## src/rtl/hart_run_ctrl_pkg.sv

```systemverilog
// Shared definitions for the hart run controller.
//   hart_ctrl_state_t : controller FSM states
//   MAX_HARTS         : largest supported hart count
package hart_ctrl_pkg;

    localparam int MAX_HARTS = 32;

    typedef enum logic [2:0] {
        ST_IDLE    = 3'd0,
        ST_HOLD    = 3'd1,
        ST_RELEASE = 3'd2,
        ST_RUN     = 3'd3,
        ST_DONE    = 3'd4,
        ST_TMO     = 3'd5
    } hart_ctrl_state_t;

endpackage

```

## src/rtl/hart_run_ctrl_if.sv

```systemverilog
// Control/status bundle between a run supervisor (master) and the hart run
// controller (slave).
//   start, abort   : 1-cycle command pulses from the supervisor
//   hart_halted    : per-hart halt level coming from the hart array
//   hart_reset     : per-hart active-high reset driven by the controller
//   running        : controller is releasing or running harts
//   done, timeout  : sticky completion flags
//   halted_mask    : sticky per-hart halt record
//   cycle_count    : saturating count of release+run cycles
interface hart_run_ctrl_if #(
    parameter int NUM_HARTS = 1,
    parameter int CNT_W     = 32
);

    logic                 start;
    logic                 abort;
    logic [NUM_HARTS-1:0] hart_halted;
    logic [NUM_HARTS-1:0] hart_reset;
    logic                 running;
    logic                 done;
    logic                 timeout;
    logic [NUM_HARTS-1:0] halted_mask;
    logic [CNT_W-1:0]     cycle_count;

    modport master (
        output start, abort, hart_halted,
        input  hart_reset, running, done, timeout, halted_mask, cycle_count
    );

    modport slave (
        input  start, abort, hart_halted,
        output hart_reset, running, done, timeout, halted_mask, cycle_count
    );

endinterface

```

## src/rtl/hart_run_ctrl_sat_counter.sv

```systemverilog
// Saturating up-counter with synchronous clear.
//   clk   : clock, rising edge
//   reset : asynchronous active-low reset, clears count
//   clear : synchronous clear, has priority over en
//   en    : count up by one, holding at all ones
//   count : current value
module sat_counter #(
    parameter int W = 8
) (
    input  logic         clk,
    input  logic         reset,
    input  logic         clear,
    input  logic         en,
    output logic [W-1:0] count
);

    always_ff @(posedge clk or negedge reset) begin
        if (!reset) begin
            count <= '0;
        end else if (clear) begin
            count <= '0;
        end else if (en && (count != {W{1'b1}})) begin
            count <= count + W'(1);
        end
    end

endmodule

```

## src/rtl/hart_run_ctrl.sv

```systemverilog
// Run controller for an array of harts: holds all hart resets after a start
// command, releases them (optionally staggered), records per-hart halts and
// ends the run on all-halted (DONE) or on an exhausted cycle budget (TMO).
//   clk   : clock, rising edge
//   reset : asynchronous active-low controller reset
//   bus   : slave side of hart_run_ctrl_if (commands in, hart resets and
//           status out); all outputs are registered
module hart_run_ctrl
    import hart_ctrl_pkg::*;
#(
    parameter int NUM_HARTS      = 1,
    parameter int RESET_CYCLES   = 4,
    parameter int STAGGER_CYCLES = 0,
    parameter int TIMEOUT_CYCLES = 1000,
    parameter int CNT_W          = 32
) (
    input logic            clk,
    input logic            reset,
    hart_run_ctrl_if.slave bus
);

    localparam int PH_W     = 32;
    localparam int LAST_REL = (NUM_HARTS - 1) * STAGGER_CYCLES;
    // With a single hart or no stagger there is nothing to sequence, so HOLD
    // goes straight to RUN with every reset dropping together.
    localparam bit DIRECT_RUN = (STAGGER_CYCLES == 0) || (NUM_HARTS == 1);
    localparam logic [NUM_HARTS-1:0] ALL_ONES = {NUM_HARTS{1'b1}};

    hart_ctrl_state_t     state_q, state_next;
    logic [NUM_HARTS-1:0] hart_reset_q, hart_reset_next;
    logic [NUM_HARTS-1:0] halted_mask_q, halted_mask_next;
    logic [NUM_HARTS-1:0] halted_upd;
    logic [NUM_HARTS-1:0] rel_mask;
    logic                 running_q, done_q, timeout_q;
    logic [PH_W-1:0]      phase, rel_idx;
    logic [CNT_W-1:0]     cycle_count;
    logic                 in_run, all_halted, budget_hit, phase_clr, cyc_clr;

    // Phase counter: cycles spent in the current HOLD or RELEASE visit.
    sat_counter #(.W(PH_W)) u_phase (
        .clk   (clk),
        .reset (reset),
        .clear (phase_clr),
        .en    (1'b1),
        .count (phase)
    );

    // Run-cycle counter: frozen outside RELEASE/RUN, cleared by start/abort.
    sat_counter #(.W(CNT_W)) u_cycles (
        .clk   (clk),
        .reset (reset),
        .clear (cyc_clr),
        .en    (in_run),
        .count (cycle_count)
    );

    always_comb begin
        in_run     = (state_q == ST_RELEASE) || (state_q == ST_RUN);
        // A halt only counts once the hart is actually out of reset.
        halted_upd = halted_mask_q | (bus.hart_halted & ~hart_reset_q);
        all_halted = (halted_upd == ALL_ONES);
        budget_hit = (TIMEOUT_CYCLES != 0) &&
                     (cycle_count == CNT_W'(TIMEOUT_CYCLES - 1));
        // Release index of the cycle being prepared: 0 on RELEASE entry,
        // phase+1 while staying in RELEASE.
        rel_idx = (state_q == ST_RELEASE) ? phase + PH_W'(1) : '0;
        for (int i = 0; i < NUM_HARTS; i++) begin
            rel_mask[i] = (PH_W'(i * STAGGER_CYCLES) > rel_idx);
        end
    end

    always_comb begin
        state_next = state_q;
        if (bus.abort) begin
            state_next = ST_IDLE;
        end else if (bus.start) begin
            state_next = ST_HOLD;
        end else begin
            case (state_q)
                ST_HOLD: begin
                    if (phase == PH_W'(RESET_CYCLES - 1)) begin
                        state_next = DIRECT_RUN ? ST_RUN : ST_RELEASE;
                    end
                end
                ST_RELEASE, ST_RUN: begin
                    // All-halted is checked first so it wins a tie with
                    // budget expiry.
                    if (all_halted) begin
                        state_next = ST_DONE;
                    end else if (budget_hit) begin
                        state_next = ST_TMO;
                    end else if ((state_q == ST_RELEASE) &&
                                 (rel_idx >= PH_W'(LAST_REL))) begin
                        state_next = ST_RUN;
                    end
                end
                default: state_next = state_q;
            endcase
        end

        phase_clr = (state_next != state_q) || (bus.start && !bus.abort);
        cyc_clr   = bus.start || bus.abort;

        case (state_next)
            ST_RELEASE: hart_reset_next = rel_mask;
            ST_RUN:     hart_reset_next = '0;
            default:    hart_reset_next = ALL_ONES;
        endcase

        halted_mask_next = halted_mask_q;
        if (bus.abort || bus.start) begin
            halted_mask_next = '0;
        end else if (in_run) begin
            halted_mask_next = halted_upd;
        end
    end

    always_ff @(posedge clk or negedge reset) begin
        if (!reset) begin
            state_q       <= ST_IDLE;
            hart_reset_q  <= ALL_ONES;
            halted_mask_q <= '0;
            running_q     <= 1'b0;
            done_q        <= 1'b0;
            timeout_q     <= 1'b0;
        end else begin
            state_q       <= state_next;
            hart_reset_q  <= hart_reset_next;
            halted_mask_q <= halted_mask_next;
            running_q     <= (state_next == ST_RELEASE) || (state_next == ST_RUN);
            done_q        <= (state_next == ST_DONE);
            timeout_q     <= (state_next == ST_TMO);
        end
    end

    assign bus.hart_reset  = hart_reset_q;
    assign bus.halted_mask = halted_mask_q;
    assign bus.running     = running_q;
    assign bus.done        = done_q;
    assign bus.timeout     = timeout_q;
    assign bus.cycle_count = cycle_count;

endmodule

```

## src/flat_wrapper.sv

```systemverilog
// flat-port wrapper written by rule: the top's interface ports become plain ports
module hart_run_ctrl_flat import hart_ctrl_pkg::*;
#(
    parameter int NUM_HARTS      = 1,
    parameter int RESET_CYCLES   = 4,
    parameter int STAGGER_CYCLES = 0,
    parameter int TIMEOUT_CYCLES = 1000,
    parameter int CNT_W          = 32
)
  (clk, reset, bus_start, bus_abort, bus_hart_halted, bus_hart_reset, bus_running, bus_done, bus_timeout, bus_halted_mask, bus_cycle_count);
  hart_run_ctrl_if #(.NUM_HARTS(NUM_HARTS), .CNT_W(CNT_W)) bus_i ();
  input logic clk;
  input logic reset;
  input wire logic [$bits(bus_i.start)-1:0] bus_start;
  input wire logic [$bits(bus_i.abort)-1:0] bus_abort;
  input wire logic [$bits(bus_i.hart_halted)-1:0] bus_hart_halted;
  output wire logic [$bits(bus_i.hart_reset)-1:0] bus_hart_reset;
  output wire logic [$bits(bus_i.running)-1:0] bus_running;
  output wire logic [$bits(bus_i.done)-1:0] bus_done;
  output wire logic [$bits(bus_i.timeout)-1:0] bus_timeout;
  output wire logic [$bits(bus_i.halted_mask)-1:0] bus_halted_mask;
  output wire logic [$bits(bus_i.cycle_count)-1:0] bus_cycle_count;
  assign bus_i.start = bus_start;
  assign bus_i.abort = bus_abort;
  assign bus_i.hart_halted = bus_hart_halted;
  assign bus_hart_reset = bus_i.hart_reset;
  assign bus_running = bus_i.running;
  assign bus_done = bus_i.done;
  assign bus_timeout = bus_i.timeout;
  assign bus_halted_mask = bus_i.halted_mask;
  assign bus_cycle_count = bus_i.cycle_count;
  hart_run_ctrl #(.NUM_HARTS(NUM_HARTS), .RESET_CYCLES(RESET_CYCLES), .STAGGER_CYCLES(STAGGER_CYCLES), .TIMEOUT_CYCLES(TIMEOUT_CYCLES), .CNT_W(CNT_W)) u_core (.clk(clk), .reset(reset), .bus(bus_i));
endmodule
```

## config.mk

```make
export PLATFORM = sky130hd
export DESIGN_NAME = hart_run_ctrl_flat
export DESIGN_NICKNAME = d
export VERILOG_FILES = /design/src/rtl/hart_run_ctrl_pkg.sv /design/src/rtl/hart_run_ctrl_if.sv /design/src/rtl/hart_run_ctrl_sat_counter.sv /design/src/rtl/hart_run_ctrl.sv /design/src/flat_wrapper.sv
export SDC_FILE = /design/constraint.sdc
export NUM_CORES = 1
export LEC_CHECK = 0
export CELL_PAD_IN_SITES_DETAIL_PLACEMENT = 1
export CELL_PAD_IN_SITES_GLOBAL_PLACEMENT = 1
export CORE_UTILIZATION = 48
export DETAILED_ROUTE_END_ITERATION = 8
export GPL_ROUTABILITY_DRIVEN = 0
export PLACE_DENSITY = 0.95
export SKIP_CTS_REPAIR_TIMING = 1
export SLEW_MARGIN = 40
export SYNTH_ARGS = -nofsm -noshare
export SYNTH_HDL_FRONTEND = slang
export SYNTH_SLANG_ARGS = --single-unit
```

## constraint.sdc

```tcl
create_clock -name clk -period 5.18 [get_ports clk]
set_input_delay 0.518 -clock clk [delete_from_list [all_inputs] [get_ports clk]]
set_output_delay 0.518 -clock clk [all_outputs]
set_load 0.01 [all_outputs]
```

==> metrics.txt <==
# TYPE chip_impl_metric gauge
chip_impl_info{name="run_status",value="finished clean"} 1
chip_impl_metric{name="detail-route-antenna-nets",unit=""} 0
chip_impl_info{name="r2r_end",value="u_core.u_cycles.count[31]"} 1
chip_impl_metric{name="fin_worst_skew",unit="ns"} 0.0234
chip_impl_info{name="critical_path.cell_chain",value="clkdlybuf4s50_1 -> nor2_1 -> nand3_1 -> nor3_1 -> o32a_2 -> nor3_1"} 1
chip_impl_info{name="cpMaxStageDelayCell",value="o32a_2"} 1
chip_impl_metric{name="layout.core_utilization",unit="%"} 56.7
chip_impl_metric{name="fp-row-count",unit=""} 34
chip_impl_metric{name="num_io_pins",unit=""} 42
chip_impl_info{name="commonest_non_fill_non_tap_cell_in_the_layout",value="dfrtp_1"} 1
chip_impl_metric{name="antenna_found_initial",unit=""} 0
chip_impl_metric{name="remaining_drc_errors",unit=""} 0
chip_impl_metric{name="post_layout_power",unit="mW"} 1.02
chip_impl_metric{name="cap_violations",unit=""} 0
chip_impl_metric{name="p_per_area",unit="mW/mm^2"} 206
chip_impl_metric{name="maximum_level_of_the_cts_h_tree",unit=""} 3
chip_impl_metric{name="post_synth_inst_count",unit=""} 462
chip_impl_info{name="layout_common_cells",value="dfrtp_1, clkdlybuf4s50_1, nand2_1"} 1
chip_impl_metric{name="power_frac_seq",unit="%"} 56.1
chip_impl_metric{name="drtIter0Drc",unit=""} 156
chip_impl_metric{name="floorplan.die_area",unit="sq mm"} 0.00933
chip_impl_metric{name="grt_met3_usage",unit="%"} 3.83
chip_impl_metric{name="hold_violations",unit=""} 0
chip_impl_metric{name="clkTransAtPathRegs",unit="ns"} 0.09
chip_impl_metric{name="pin_count_of_the_biggest_net_entering_global_routing",unit=""} 73
chip_impl_metric{name="switchingPower",unit="mW"} 0.266
chip_impl_metric{name="grt.met1_usage",unit="%"} 35.6
chip_impl_metric{name="place.detailed.instances",unit=""} 588
chip_impl_metric{name="num_antenna_cells",unit=""} 0
chip_impl_metric{name="dp.final_hpwl",unit="mm"} 8.50
chip_impl_metric{name="clock_sink_count",unit=""} 72
chip_impl_info{name="postSynth.topFlopCell",value="dfrtp_1"} 1
chip_impl_info{name="worstSetupEndpointType",value="flip-flop"} 1
chip_impl_info{name="regToRegStartpoint",value="u_core.state_q[2]"} 1
chip_impl_metric{name="internal_power",unit="mW"} 0.750
chip_impl_info{name="type_of_the_most_critical_hold_path",value="in -> async"} 1
chip_impl_info{name="globalRoute.busiestLayer",value="met2"} 1
chip_impl_info{name="rsz0062_at_grt",value="no"} 1
chip_impl_metric{name="relSlewSlack",unit="%"} 51.8
chip_impl_metric{name="wl_per_cell",unit="microns"} 20.5
chip_impl_metric{name="chipWidth",unit="microns"} 96.6
chip_impl_metric{name="core_region_area",unit="sq mm"} 0.00868
chip_impl_metric{name="drt_first_pass_iters",unit=""} 4
chip_impl_metric{name="tritoncts.num_buffers",unit=""} 9
chip_impl_metric{name="grtUsageTotal",unit="%"} 27.6
chip_impl_metric{name="synth.cell_area",unit="sq mm"} 0.00430
chip_impl_metric{name="fmaxAchievable",unit="MHz"} 384
chip_impl_metric{name="grt_pass1_wl",unit="mm"} 21.1
chip_impl_info{name="cts_tree",value="yes"} 1
chip_impl_metric{name="critPathMaxFanout",unit=""} 32
chip_impl_metric{name="timing_max_transition_violations_final",unit=""} 0
chip_impl_metric{name="leftover_overflow_at_the_end_of_global_routing",unit=""} 0
chip_impl_metric{name="synth_fp_nets",unit=""} 469
chip_impl_metric{name="synth.distinct_cells",unit=""} 59
chip_impl_metric{name="post_route_cells_drive_above_1_share",unit="%"} 9.68
chip_impl_metric{name="clock_power_share",unit="%"} 39.1
chip_impl_metric{name="cp_required",unit="ns"} 5.39
chip_impl_metric{name="vias_per_cell",unit=""} 6.68
chip_impl_metric{name="initial_core_util",unit="%"} 49.5
chip_impl_info{name="path_common_cell",value="nor3_1"} 1
chip_impl_metric{name="post_synth.cell_area_avg",unit="sq um"} 9.30
chip_impl_metric{name="swShare",unit="%"} 26.1
chip_impl_metric{name="synth-seq-cells",unit=""} 72
chip_impl_metric{name="vias",unit=""} 4033
chip_impl_info{name="worst_path_dominant_cell_family",value="simple AND/OR/NAND/NOR gates"} 1
chip_impl_metric{name="area.growth.synth_to_final",unit="%"} 14.5
chip_impl_metric{name="first_global_vias",unit=""} 4133
chip_impl_metric{name="post-route-min-period",unit="ns"} 2.60
chip_impl_metric{name="postRouteWirelength",unit="mm"} 12.4
chip_impl_metric{name="power.combinational.fraction",unit="%"} 4.7
chip_impl_info{name="crit_path_start_kind",value="primary input"} 1
chip_impl_metric{name="edff_count_synth",unit=""} 0
chip_impl_metric{name="worst_ep_arrival_time",unit="ns"} 2.81
chip_impl_metric{name="port_buffers",unit=""} 41
chip_impl_metric{name="worst_r2r_path_depth",unit=""} 5
chip_impl_metric{name="setup_viol_count_final",unit=""} 0
chip_impl_metric{name="synth-async-reset-ratio",unit="%"} 100
chip_impl_metric{name="die_height",unit="microns"} 96.6
chip_impl_metric{name="leakage",unit="nW"} 1.77
chip_impl_metric{name="reg2reg_setup_slack",unit="ns"} 2.64
chip_impl_metric{name="tns",unit="ns"} 0
chip_impl_info{name="critical_path_class",value="in -> reg"} 1
chip_impl_metric{name="critical_path.n_buffers_inverters",unit=""} 1
chip_impl_metric{name="clock_insertion_delay_worst_skew",unit="ns"} 0.37
chip_impl_metric{name="finalCritPeriodShare",unit="%"} 50.3
chip_impl_metric{name="final_cell_count_no_fill",unit=""} 604
chip_impl_metric{name="clock_tree.buffer_depth",unit=""} 2
chip_impl_metric{name="vdd_ir_drop_max",unit="mV"} 0.121
chip_impl_metric{name="yosysWarningCount",unit=""} 0
chip_impl_metric{name="synth_sequential_area_ratio",unit="%"} 42.0
chip_impl_metric{name="design.final.nets",unit=""} 498
chip_impl_metric{name="worst_pin_slew",unit="ns"} 0.722
chip_impl_metric{name="grtUsageMet2",unit="%"} 46.0
chip_impl_metric{name="critPathMaxStageDelay",unit="ns"} 0.62
chip_impl_info{name="cts_root_buffer",value="clkbuf_8"} 1
==> synth_stat cells (all sizes together) (5+ instances only) <==
master,instances,area (sq um)
a21oi,25,125
nor4,20,146
or4,11,83.8
inv,8,30.0
nor3,31,160
nand2,30,113
or3,23,146
nand4,20,155
a2111oi,7,67.6
nor4b,5,43.8
and3,13,93.8
xnor2,20,175
buf,11,63.8
and2,5,31.3
a31oi,5,31.3
clkbuf,15,62.6
o21ai,25,125
dfrtp,71,1780
nand3,28,170
nor2,16,60.1
and4,11,98.8
o31ai,12,104
a211oi,15,113
==> registers in the layout, summed over array words and instances (netlist names) <==
signal / flops
u_core.bus.done: 1
u_core.bus.halted_mask: 1
u_core.bus.hart_reset: 1
u_core.bus.running: 1
u_core.bus.timeout: 1
u_core.state_q: 3
u_core.u_cycles.count: 32
u_core.u_phase.count: 32
==> cell families (layout without fill, tap and decap cells) <==
logic type / Yosys count / count (layout) / share of synthesized area (%)
simple gates: 221 / 221 / 31.7
buf+inv: 34 / 68 / 3.64
compound gates: 106 / 106 / 16.6
mux: 3 / 3 / 0.699
fa+ha+maj: 2 / 2 / 0.582
xor+xnor: 24 / 24 / 4.89
flops: 72 / 72 / 42.0
==> through the flow <==
stage / setup WS [ns] / instance area [sq um] / hold slack [ns]
2_1_floorplan: 3.07 / 4300 / 0.222
3_3_place_gp: 2.01 / 4750 / 0.561
3_5_place_dp: 2.22 / 4760 / 0.567
4_1_cts: 2.57 / 4920 / 0.287
5_1_grt: 2.36 / 4920 / 0.316
6_report: 2.58 / 4920 / 0.231
==> worst register-to-register path: cells and delay by family (launching register included) <==
family | cells | cell delay [ns]
AOI/OAI and AO/OA | 1 | 0.17
and+or+nand+nor | 4 | 1.82
DFF | 1 | 0.45
==> final cells by class <==
type | count | area, sq um
tap | 108 | 135
sequential | 72 | 1800
timing repair buffer | 44 | 432
clock buffer | 10 | 128
inverter | 8 | 30.0
clock inverter | 6 | 36.3
fill | 1004 | 3760
multi-input combinational | 356 | 2360
==> layer usage <==
| metal | part of all wire, % | up-vias |
|---|---|---|
| li1 | - | 1852 |
| met1 | 43 | 2044 |
| met2 | 50 | 101 |
| met3 | 3.4 | 36 |
| met4 | 2.9 | 0 |
| met5 | 0 | - |
==> worst max-delay path by stage <==
stage | from | end | slack [ns] | cells after the start
6_report | bus_abort | u_core.u_phase.count[29] | 2.58 | 6
5_1_grt | bus_abort | u_core.u_phase.count[29] | 2.36 | 6
4_1_cts | bus_abort | u_core.u_phase.count[29] | 2.57 | 6
3_5_place_dp | bus_start | u_core.u_phase.count[29] | 2.22 | 6
3_3_place_gp | bus_abort | u_core.u_phase.count[8] | 2.01 | 6
2_1_floorplan | u_core.u_cycles.count[0] | u_core.u_cycles.count[30] | 3.07 | 7
==> power by group through the flow <==
stage                     registers [mW]  logic [mW]  clock network [mW]
after global placement             0.581      0.0462                   0
after global routing               0.571      0.0538               0.422
after CTS                          0.570      0.0492               0.400
after floorplan                    0.580      0.0241                   0
after detailed placement           0.581      0.0488                   0
final                              0.570      0.0481               0.398
No activity file was read; power rests on OpenSTA's default activity.
